**src/rtl/s2mm_axi_writer_if.sv**
```systemverilog
// s2mm_axi_writer_if: command, AXI4-Stream input, AXI4 write channels and status of the S2MM engine
interface s2mm_axi_writer_if #(
  parameter int ADDR_W = 32,
  parameter int DATA_W = 64,
  parameter int CNT_W = 24
);
  logic cmd_valid, cmd_ready;
  logic [ADDR_W-1:0] cmd_addr;
  logic [CNT_W-1:0] cmd_beats;
  logic s_tvalid, s_tready, s_tlast;
  logic [DATA_W-1:0] s_tdata;
  logic m_awvalid, m_awready;
  logic [ADDR_W-1:0] m_awaddr;
  logic [7:0] m_awlen;
  logic [2:0] m_awsize, m_awprot;
  logic [1:0] m_awburst;
  logic [3:0] m_awcache;
  logic [4:0] m_awuser;
  logic m_wvalid, m_wready, m_wlast;
  logic [DATA_W-1:0] m_wdata;
  logic [DATA_W/8-1:0] m_wstrb;
  logic m_bvalid, m_bready;
  logic [1:0] m_bresp;
  logic busy, done, err;
  logic [CNT_W-1:0] beats_written;
  modport master (
    input cmd_valid, cmd_addr, cmd_beats, s_tvalid, s_tdata, s_tlast,
          m_awready, m_wready, m_bvalid, m_bresp,
    output cmd_ready, s_tready, m_awvalid, m_awaddr, m_awlen, m_awsize, m_awburst,
           m_awcache, m_awprot, m_awuser, m_wvalid, m_wdata, m_wstrb, m_wlast,
           m_bready, busy, done, err, beats_written
  );
  modport slave (
    output cmd_valid, cmd_addr, cmd_beats, s_tvalid, s_tdata, s_tlast,
           m_awready, m_wready, m_bvalid, m_bresp,
    input cmd_ready, s_tready, m_awvalid, m_awaddr, m_awlen, m_awsize, m_awburst,
          m_awcache, m_awprot, m_awuser, m_wvalid, m_wdata, m_wstrb, m_wlast,
          m_bready, busy, done, err, beats_written
  );
endinterface

```
**src/rtl/s2mm_axi_writer.sv**
```systemverilog
// s2mm_axi_writer: stream-to-memory AXI4 INCR-burst write engine, one burst outstanding at a time.
// S2MM_TLAST_TERM_EN: a tlast beat ends the command, padding the rest of its burst with wstrb=0.
module s2mm_axi_writer #(
  parameter int ADDR_W = 32,
  parameter int DATA_W = 64,
  parameter int BURST_LEN = 16,
  parameter int CNT_W = 24,
  parameter logic [3:0] AWCACHE = 4'hF,
  parameter logic [2:0] AWPROT = 3'h0,
  parameter logic [4:0] AWUSER = 5'h1
) (
  input logic clk_clk,
  input logic reset_reset,
  s2mm_axi_writer_if.master io
);
  localparam int SIZE = $clog2(DATA_W / 8);
  localparam int ALIGN_W = $clog2(BURST_LEN * DATA_W / 8);
  typedef enum logic [2:0] {IDLE, ADDR, DATA, RESP, FIN} state_t;
  state_t state_q, state_d;
  logic [ADDR_W-1:0] addr_q, addr_d;
  logic [CNT_W-1:0] rem_q, rem_d, bw_q, bw_d;
  logic [7:0] len_q, len_d;
  logic [8:0] beat_q, beat_d, real_q, real_d, burst, nb;
  logic err_q, err_d, term_q, term_d, tl, wfire, bad;
`ifdef S2MM_TLAST_TERM_EN
  assign tl = io.s_tlast;
`else
  assign tl = 1'b0;
`endif
  assign burst = (rem_q > CNT_W'(BURST_LEN)) ? 9'(BURST_LEN) : 9'(rem_q);
  // once terminated, only the strobed beats count towards progress
  assign nb = term_q ? real_q : 9'(len_q) + 9'd1;
  assign bad = (io.cmd_beats == '0) || (io.cmd_addr[ALIGN_W-1:0] != '0);
  assign io.cmd_ready = state_q == IDLE;
  assign io.busy = state_q != IDLE;
  assign io.done = state_q == FIN;
  assign io.err = err_q;
  assign io.beats_written = bw_q;
  assign io.m_awvalid = state_q == ADDR;
  assign io.m_awaddr = addr_q;
  assign io.m_awlen = 8'(burst - 9'd1);
  assign io.m_awsize = 3'(SIZE);
  assign io.m_awburst = 2'b01;
  assign io.m_awcache = AWCACHE;
  assign io.m_awprot = AWPROT;
  assign io.m_awuser = AWUSER;
  assign io.s_tready = (state_q == DATA) && !term_q && io.m_wready;
  assign io.m_wvalid = (state_q == DATA) && (term_q || io.s_tvalid);
  assign io.m_wdata = io.s_tdata;
  assign io.m_wstrb = term_q ? '0 : '1;
  assign io.m_wlast = (state_q == DATA) && (beat_q == 9'(len_q));
  assign io.m_bready = state_q == RESP;
  assign wfire = io.m_wvalid && io.m_wready;
  always_comb begin
    state_d = state_q;
    addr_d = addr_q;
    rem_d = rem_q;
    bw_d = bw_q;
    len_d = len_q;
    beat_d = beat_q;
    real_d = real_q;
    err_d = err_q;
    term_d = term_q;
    case (state_q)
      IDLE: if (io.cmd_valid) begin
        addr_d = io.cmd_addr;
        rem_d = io.cmd_beats;
        bw_d = '0;
        err_d = bad;
        state_d = bad ? FIN : ADDR;
      end
      ADDR: if (io.m_awready) begin
        len_d = io.m_awlen;
        beat_d = '0;
        term_d = 1'b0;
        state_d = DATA;
      end
      DATA: if (wfire) begin
        beat_d = beat_q + 9'd1;
        real_d = (tl && !term_q) ? beat_q + 9'd1 : real_q;
        term_d = term_q || tl;
        state_d = io.m_wlast ? RESP : DATA;
      end
      RESP: if (io.m_bvalid) begin
        err_d = err_q || (io.m_bresp != 2'b00);
        bw_d = bw_q + CNT_W'(nb);
        rem_d = rem_q - CNT_W'(nb);
        addr_d = addr_q + (ADDR_W'(nb) << SIZE);
        state_d = (rem_d != '0 && !err_d && !term_q) ? ADDR : FIN;
      end
      default: state_d = IDLE;
    endcase
  end
  always_ff @(posedge clk_clk or posedge reset_reset) begin
    if (reset_reset) begin
      state_q <= IDLE;
      addr_q <= '0;
      rem_q <= '0;
      bw_q <= '0;
      len_q <= '0;
      beat_q <= '0;
      real_q <= '0;
      err_q <= 1'b0;
      term_q <= 1'b0;
    end else begin
      state_q <= state_d;
      addr_q <= addr_d;
      rem_q <= rem_d;
      bw_q <= bw_d;
      len_q <= len_d;
      beat_q <= beat_d;
      real_q <= real_d;
      err_q <= err_d;
      term_q <= term_d;
    end
  end
endmodule

```
**src/flat_wrapper.sv**
```systemverilog
// flat-port wrapper written by rule: the top's interface ports become plain ports
module s2mm_axi_writer_flat 
#(
  parameter int ADDR_W = 32,
  parameter int DATA_W = 64,
  parameter int BURST_LEN = 16,
  parameter int CNT_W = 24,
  parameter logic [3:0] AWCACHE = 4'hF,
  parameter logic [2:0] AWPROT = 3'h0,
  parameter logic [4:0] AWUSER = 5'h1
)
  (clk_clk, reset_reset, io_cmd_valid, io_cmd_addr, io_cmd_beats, io_s_tvalid, io_s_tdata, io_s_tlast, io_m_awready, io_m_wready, io_m_bvalid, io_m_bresp, io_cmd_ready, io_s_tready, io_m_awvalid, io_m_awaddr, io_m_awlen, io_m_awsize, io_m_awburst, io_m_awcache, io_m_awprot, io_m_awuser, io_m_wvalid, io_m_wdata, io_m_wstrb, io_m_wlast, io_m_bready, io_busy, io_done, io_err, io_beats_written);
  s2mm_axi_writer_if #(.ADDR_W(ADDR_W), .DATA_W(DATA_W), .CNT_W(CNT_W)) io_i ();
  input logic clk_clk;
  input logic reset_reset;
  input wire logic [$bits(io_i.cmd_valid)-1:0] io_cmd_valid;
  input wire logic [$bits(io_i.cmd_addr)-1:0] io_cmd_addr;
  input wire logic [$bits(io_i.cmd_beats)-1:0] io_cmd_beats;
  input wire logic [$bits(io_i.s_tvalid)-1:0] io_s_tvalid;
  input wire logic [$bits(io_i.s_tdata)-1:0] io_s_tdata;
  input wire logic [$bits(io_i.s_tlast)-1:0] io_s_tlast;
  input wire logic [$bits(io_i.m_awready)-1:0] io_m_awready;
  input wire logic [$bits(io_i.m_wready)-1:0] io_m_wready;
  input wire logic [$bits(io_i.m_bvalid)-1:0] io_m_bvalid;
  input wire logic [$bits(io_i.m_bresp)-1:0] io_m_bresp;
  output wire logic [$bits(io_i.cmd_ready)-1:0] io_cmd_ready;
  output wire logic [$bits(io_i.s_tready)-1:0] io_s_tready;
  output wire logic [$bits(io_i.m_awvalid)-1:0] io_m_awvalid;
  output wire logic [$bits(io_i.m_awaddr)-1:0] io_m_awaddr;
  output wire logic [$bits(io_i.m_awlen)-1:0] io_m_awlen;
  output wire logic [$bits(io_i.m_awsize)-1:0] io_m_awsize;
  output wire logic [$bits(io_i.m_awburst)-1:0] io_m_awburst;
  output wire logic [$bits(io_i.m_awcache)-1:0] io_m_awcache;
  output wire logic [$bits(io_i.m_awprot)-1:0] io_m_awprot;
  output wire logic [$bits(io_i.m_awuser)-1:0] io_m_awuser;
  output wire logic [$bits(io_i.m_wvalid)-1:0] io_m_wvalid;
  output wire logic [$bits(io_i.m_wdata)-1:0] io_m_wdata;
  output wire logic [$bits(io_i.m_wstrb)-1:0] io_m_wstrb;
  output wire logic [$bits(io_i.m_wlast)-1:0] io_m_wlast;
  output wire logic [$bits(io_i.m_bready)-1:0] io_m_bready;
  output wire logic [$bits(io_i.busy)-1:0] io_busy;
  output wire logic [$bits(io_i.done)-1:0] io_done;
  output wire logic [$bits(io_i.err)-1:0] io_err;
  output wire logic [$bits(io_i.beats_written)-1:0] io_beats_written;
  assign io_i.cmd_valid = io_cmd_valid;
  assign io_i.cmd_addr = io_cmd_addr;
  assign io_i.cmd_beats = io_cmd_beats;
  assign io_i.s_tvalid = io_s_tvalid;
  assign io_i.s_tdata = io_s_tdata;
  assign io_i.s_tlast = io_s_tlast;
  assign io_i.m_awready = io_m_awready;
  assign io_i.m_wready = io_m_wready;
  assign io_i.m_bvalid = io_m_bvalid;
  assign io_i.m_bresp = io_m_bresp;
  assign io_cmd_ready = io_i.cmd_ready;
  assign io_s_tready = io_i.s_tready;
  assign io_m_awvalid = io_i.m_awvalid;
  assign io_m_awaddr = io_i.m_awaddr;
  assign io_m_awlen = io_i.m_awlen;
  assign io_m_awsize = io_i.m_awsize;
  assign io_m_awburst = io_i.m_awburst;
  assign io_m_awcache = io_i.m_awcache;
  assign io_m_awprot = io_i.m_awprot;
  assign io_m_awuser = io_i.m_awuser;
  assign io_m_wvalid = io_i.m_wvalid;
  assign io_m_wdata = io_i.m_wdata;
  assign io_m_wstrb = io_i.m_wstrb;
  assign io_m_wlast = io_i.m_wlast;
  assign io_m_bready = io_i.m_bready;
  assign io_busy = io_i.busy;
  assign io_done = io_i.done;
  assign io_err = io_i.err;
  assign io_beats_written = io_i.beats_written;
  s2mm_axi_writer #(.ADDR_W(ADDR_W), .DATA_W(DATA_W), .BURST_LEN(BURST_LEN), .CNT_W(CNT_W), .AWCACHE(AWCACHE), .AWPROT(AWPROT), .AWUSER(AWUSER)) u_core (.clk_clk(clk_clk), .reset_reset(reset_reset), .io(io_i));
endmodule
```
**config.mk**
```make
export PLATFORM = sky130hd
export DESIGN_NAME = s2mm_axi_writer_flat
export DESIGN_NICKNAME = d
export VERILOG_FILES = /design/src/rtl/s2mm_axi_writer_if.sv /design/src/rtl/s2mm_axi_writer.sv /design/src/flat_wrapper.sv
export SDC_FILE = /design/constraint.sdc
export NUM_CORES = 1
export LEC_CHECK = 0
export ABC_AREA = 0
export BUFFER_PORTS_ARGS = -buffer_cell sky130_fd_sc_hd__buf_2
export CORE_MARGIN = 2
export CORE_UTILIZATION = 38
export CTS_CLUSTER_SIZE = 20
export DETAILED_ROUTE_END_ITERATION = 16
export GPL_ROUTABILITY_DRIVEN = 0
export GPL_TIMING_DRIVEN = 0
export PLACE_DENSITY = 0.73
export SYNTH_ARGS = -nofsm -noshare
export SYNTH_HDL_FRONTEND = slang
export SYNTH_SLANG_ARGS = --single-unit
export TNS_END_PERCENT = 100
```
**constraint.sdc**
```tcl
create_clock -name clk_clk -period 3.61 [get_ports clk_clk]
set_clock_uncertainty 0.15 [all_clocks]
set_input_delay 0.1805 -clock clk_clk [delete_from_list [all_inputs] [get_ports clk_clk]]
set_output_delay 0.1805 -clock clk_clk [all_outputs]
set_load 0.01 [all_outputs]
```
==> impl_results.md <==
* Leading area contributor after synthesis: dfrtp_1
* Final cycle utilization of the critical path at 98.3%
* Vert. Die Dim at 147 um
* Mux cell area share after synthesis at 2.33%
* Area growth, synth to finish at 33.7%
* Routed wirelength normalized by instance count at 17.3 um
* Pwr per Cell Area at 338 nW/um^2
* Met2 layer wire length in the routed design at 12.1 mm
* Clock insertion delay at the later pin of the skew report at 360 ps
* Number of enable-type register cells in the synthesized netlist at 0
* Startpoint type of the worst setup path: flip-flop
* Placeable core region at 20200 um^2
* Top routing layer in use: met4
* Final TNS setup at 0 ps
* Worst Path Max Fanout at 7
* Count of distinct cell types in the synthesized netlist at 76
* Peak Freq at 282 MHz
* Synth Area in Simple Gates at 23.0%
* Layout filler cell count at 1892
* Fraction of post-synthesis cell area in the top cell type by area at 32.4%
* Outcome: completed
* Number of sinks on the clock net at 101
* Core Rows at 52
* P_leak at 4.98 nW
* Max Buffers Root-to-Sink at 2
* Worst hold-check slack at 13.7 ps
* DRC Markers at 0
* Synthesis warning total at 0
* Clock tree from TritonCTS: built
* Flip-flop and latch count after synthesis at 101
* Gr usage total at 23.4%
* Avg Cell Area, Syn at 8.17 um^2
* Input/output buffers at 201
* Global-route wire length before repair at 39.9 mm
* Hold WC Path Type: in -> reg
* H-Tree Level Count at 3
* Worst relative slew slack at 43.4%
* Max-slew violation count at 0
* Clock Pin Slew Worst Setup and Hold Paths at 70 ps
* Routed Wire Length at 26.3 mm
* Share of synthesized area occupied by flip-flops and latches at 32.4%
* Cts bufs inserted at 9
* Fraction of the mapped netlist area in compound gates at 19.0%
* Total of max-cap violations at 0
* Endpoint arrival time on the critical path at 3640 ps
* Fin cells at 1518
* Final Hold Fails at 0
* Cell area after synthesis at 7790 um^2
* Vias per cell at 5.42
* Main synth FF type: dfrtp_1
* Data required time at the worst endpoint at 3710 ps
* Detailed-router iteration count before antenna repair at 5
* Xor and xnor area share after synthesis at 5.28%
* Total number of nets in the final design at 1409
* Initial antenna violation count at 0
* Final number of setup-violating endpoints at 0
* Cell area after placement at 9240 um^2
* Sequential standard cell area at 2530 um^2
* Share of final-layout standard cells stronger than drive strength 1 at 31.0%
* Final critical-path required period at 3550 ps
* Instance count after placement with tap cells included at 1448
* Routed met3 length at 2.20 mm
* Crit path capture type: flip-flop
* Initial DRC Count at 843
* Number of global-route vias before repair at 7526
* Clock tree root buffer cell: clkbuf_16
* Die area at 21700 um^2
* Instance count of the mapped netlist at 953
* DIE WIDTH at 147 um
* Pin count of the biggest net entering global routing at 65
* Top-Level Pins at 292
* Critical path type: reg -> reg
* Final ANT Viol Nets at 0
* Antenna diode count at 0
* Post-DP HPWL at 19.4 mm
* Synth Area in Adders at 5.59%
* Overflow left after global routing at 0
* Most area-consuming cells after synthesis: dfrtp_1 32%, buf_4 8.6%, nand2_1 5.7%, ha_1 4.8%, a21oi_1 3.6%
* Worst-margin pin slew at 850 ps
* Main combinational cell family by area after synthesis: simple AND/OR/NAND/NOR gates
* Footprint of the multi-input gates at 4710 um^2
* Overall via count from detail_route at 8231
* Cell with the most instances after synthesis: nand2_1
* Effective utilization at floorplan at 38.6%
* R2R Setup Slk at 60 ps
* Worst ir drop on vdd at 250 uV
* Overall Power at 3.52 mW
* Leading cell types by count after synthesis: 119 x nand2_1, 101 x dfrtp_1, 89 x buf_4, 74 x nor2_1, 56 x a21oi_1
* Area of all placed cells without fillers at 10400 um^2
* Routed met1 length at 10.9 mm
* Share of synthesized registers carrying an async set or reset at 100%
sequential cells by signal, indices dropped and copies added, names as in the netlist:
signal / count
u_core.io.m_awaddr: 32
u_core.io.beats_written: 24
u_core.rem_q: 24
u_core.beat_q: 9
u_core.len_q: 8
u_core.state_q: 3
u_core.io.err: 1
path summary, 6_finish.rpt:
kind                                                    from  depth (start not counted)                                      end
setup / recovery                 u_core.len_q[0]$_DFFE_PP0P_                         13             u_core.rem_q[21]$_DFFE_PP0P_
setup reg to reg                 u_core.len_q[0]$_DFFE_PP0P_                         13             u_core.rem_q[21]$_DFFE_PP0P_
min in group asynchronous                        reset_reset                          3  u_core.io.beats_written[14]$_DFFE_PP0P_
max in group asynchronous                        reset_reset                          4       u_core.io.m_awaddr[22]$_DFFE_PP0P_
hold reg to reg            u_core.io.m_awaddr[1]$_DFFE_PP0P_                          2        u_core.io.m_awaddr[1]$_DFFE_PP0P_
hold / removal                                io_cmd_addr[5]                          3        u_core.io.m_awaddr[5]$_DFFE_PP0P_
layout make-up:
cell class | instances | area share [%]
clock buffer | 11 | 2.43
multi-input combinational | 712 | 45.2
timing repair buffer | 264 | 15.4
tap | 270 | 3.24
inverter | 27 | 0.997
clock inverter | 2 | 0.336
buffer | 131 | 8.07
sequential | 101 | 24.3
through the flow:
| stage | utilization (%) | setup WS (ps) |
|---|---|---|
| detailed placement | 45.8 | -932 |
| CTS | 50.5 | -6.59 |
| global route | 51.6 | -40.6 |
| global placement | 45.7 | -929 |
| floorplan | - | 204 |
| finish | 51.6 | 62.4 |
layout by cell type (no fill, tap or decap), types with 7 or more instances in the layout:
master / Yosys / layout
dlygate4sd3_1: 0 / 42
nand4_1: 22 / 22
and3_1: 10 / 9
ha_1: 30 / 25
xor2_1: 23 / 20
o21ai_0: 23 / 23
a21oi_1: 56 / 53
nand2_1: 119 / 119
inv_1: 24 / 21
nand3_1: 34 / 31
a32oi_1: 13 / 13
mux2i_1: 17 / 17
a211oi_1: 10 / 9
nand2b_1: 9 / 7
xnor2_1: 24 / 20
clkbuf_1: 40 / 34
nor3_1: 10 / 10
nor2b_1: 8 / 8
a21o_1: 17 / 17
buf_2: 5 / 206
clkbuf_16: 0 / 9
o21ai_1: 34 / 32
conb_1: 2 / 25
buf_4: 89 / 108
a22oi_1: 7 / 7
nor4_1: 13 / 13
or3_1: 24 / 24
nor2_1: 74 / 69
a31oi_1: 15 / 15
dfrtp_1: 101 / 97
and2_1: 12 / 12
power breakdown:
| group | total (mW) | internal (mW) | leakage (nW) | switching (mW) |
|---|---|---|---|---|
| combinational | 1.13 | 0.510 | 3.56 | 0.621 |
| sequential | 1.38 | 1.24 | 1.28 | 0.148 |
| clock | 1.01 | 0.564 | 0.143 | 0.442 |
| total | 3.52 | 2.31 | 4.98 | 1.21 |
routing by layer:
| layer | vias up | global-route usage, % |
|---|---|---|
| li1 | 3885 | - |
| met1 | 3873 | 30.6 |
| met2 | 408 | 37.5 |
| met3 | 65 | 4.50 |
| met4 | 0 | 10.8 |
| met5 | - | 0 |
cells by family after synthesis:
| logic type | after synthesis |
|---|---|
| DFF | 101 |
| buffers and inverters | 163 |
| other | 2 |
| muxes | 18 |
| adders and majority gates | 33 |
| and+or+nand+nor | 361 |
| AOI/OAI and AO/OA | 228 |
| xor gates and xnor gates | 47 |
critical path: stages, from the launching register on:
cell and delay (ps):
dfrtp_1 450, and3_4 240, nand3_4 120, nor2_4 160, xor2_4 200, inv_2 70, ha_4 260, a21oi_4 190
nor2_1 110, or3_1 380, nand2b_2 280, or4_4 450, o22a_1 190, o22a_1 190
what timing repair did:
item	in CTS	in global routing
gates resized for setup	34	31
buffers inserted	9	11
pin swaps	10	16
gates cloned	0	0
endpoints found under the hold margin	104	0
hold buffers	42	0
setup endpoints to repair	25	14
No activity file was read; power rests on OpenSTA's default activity.
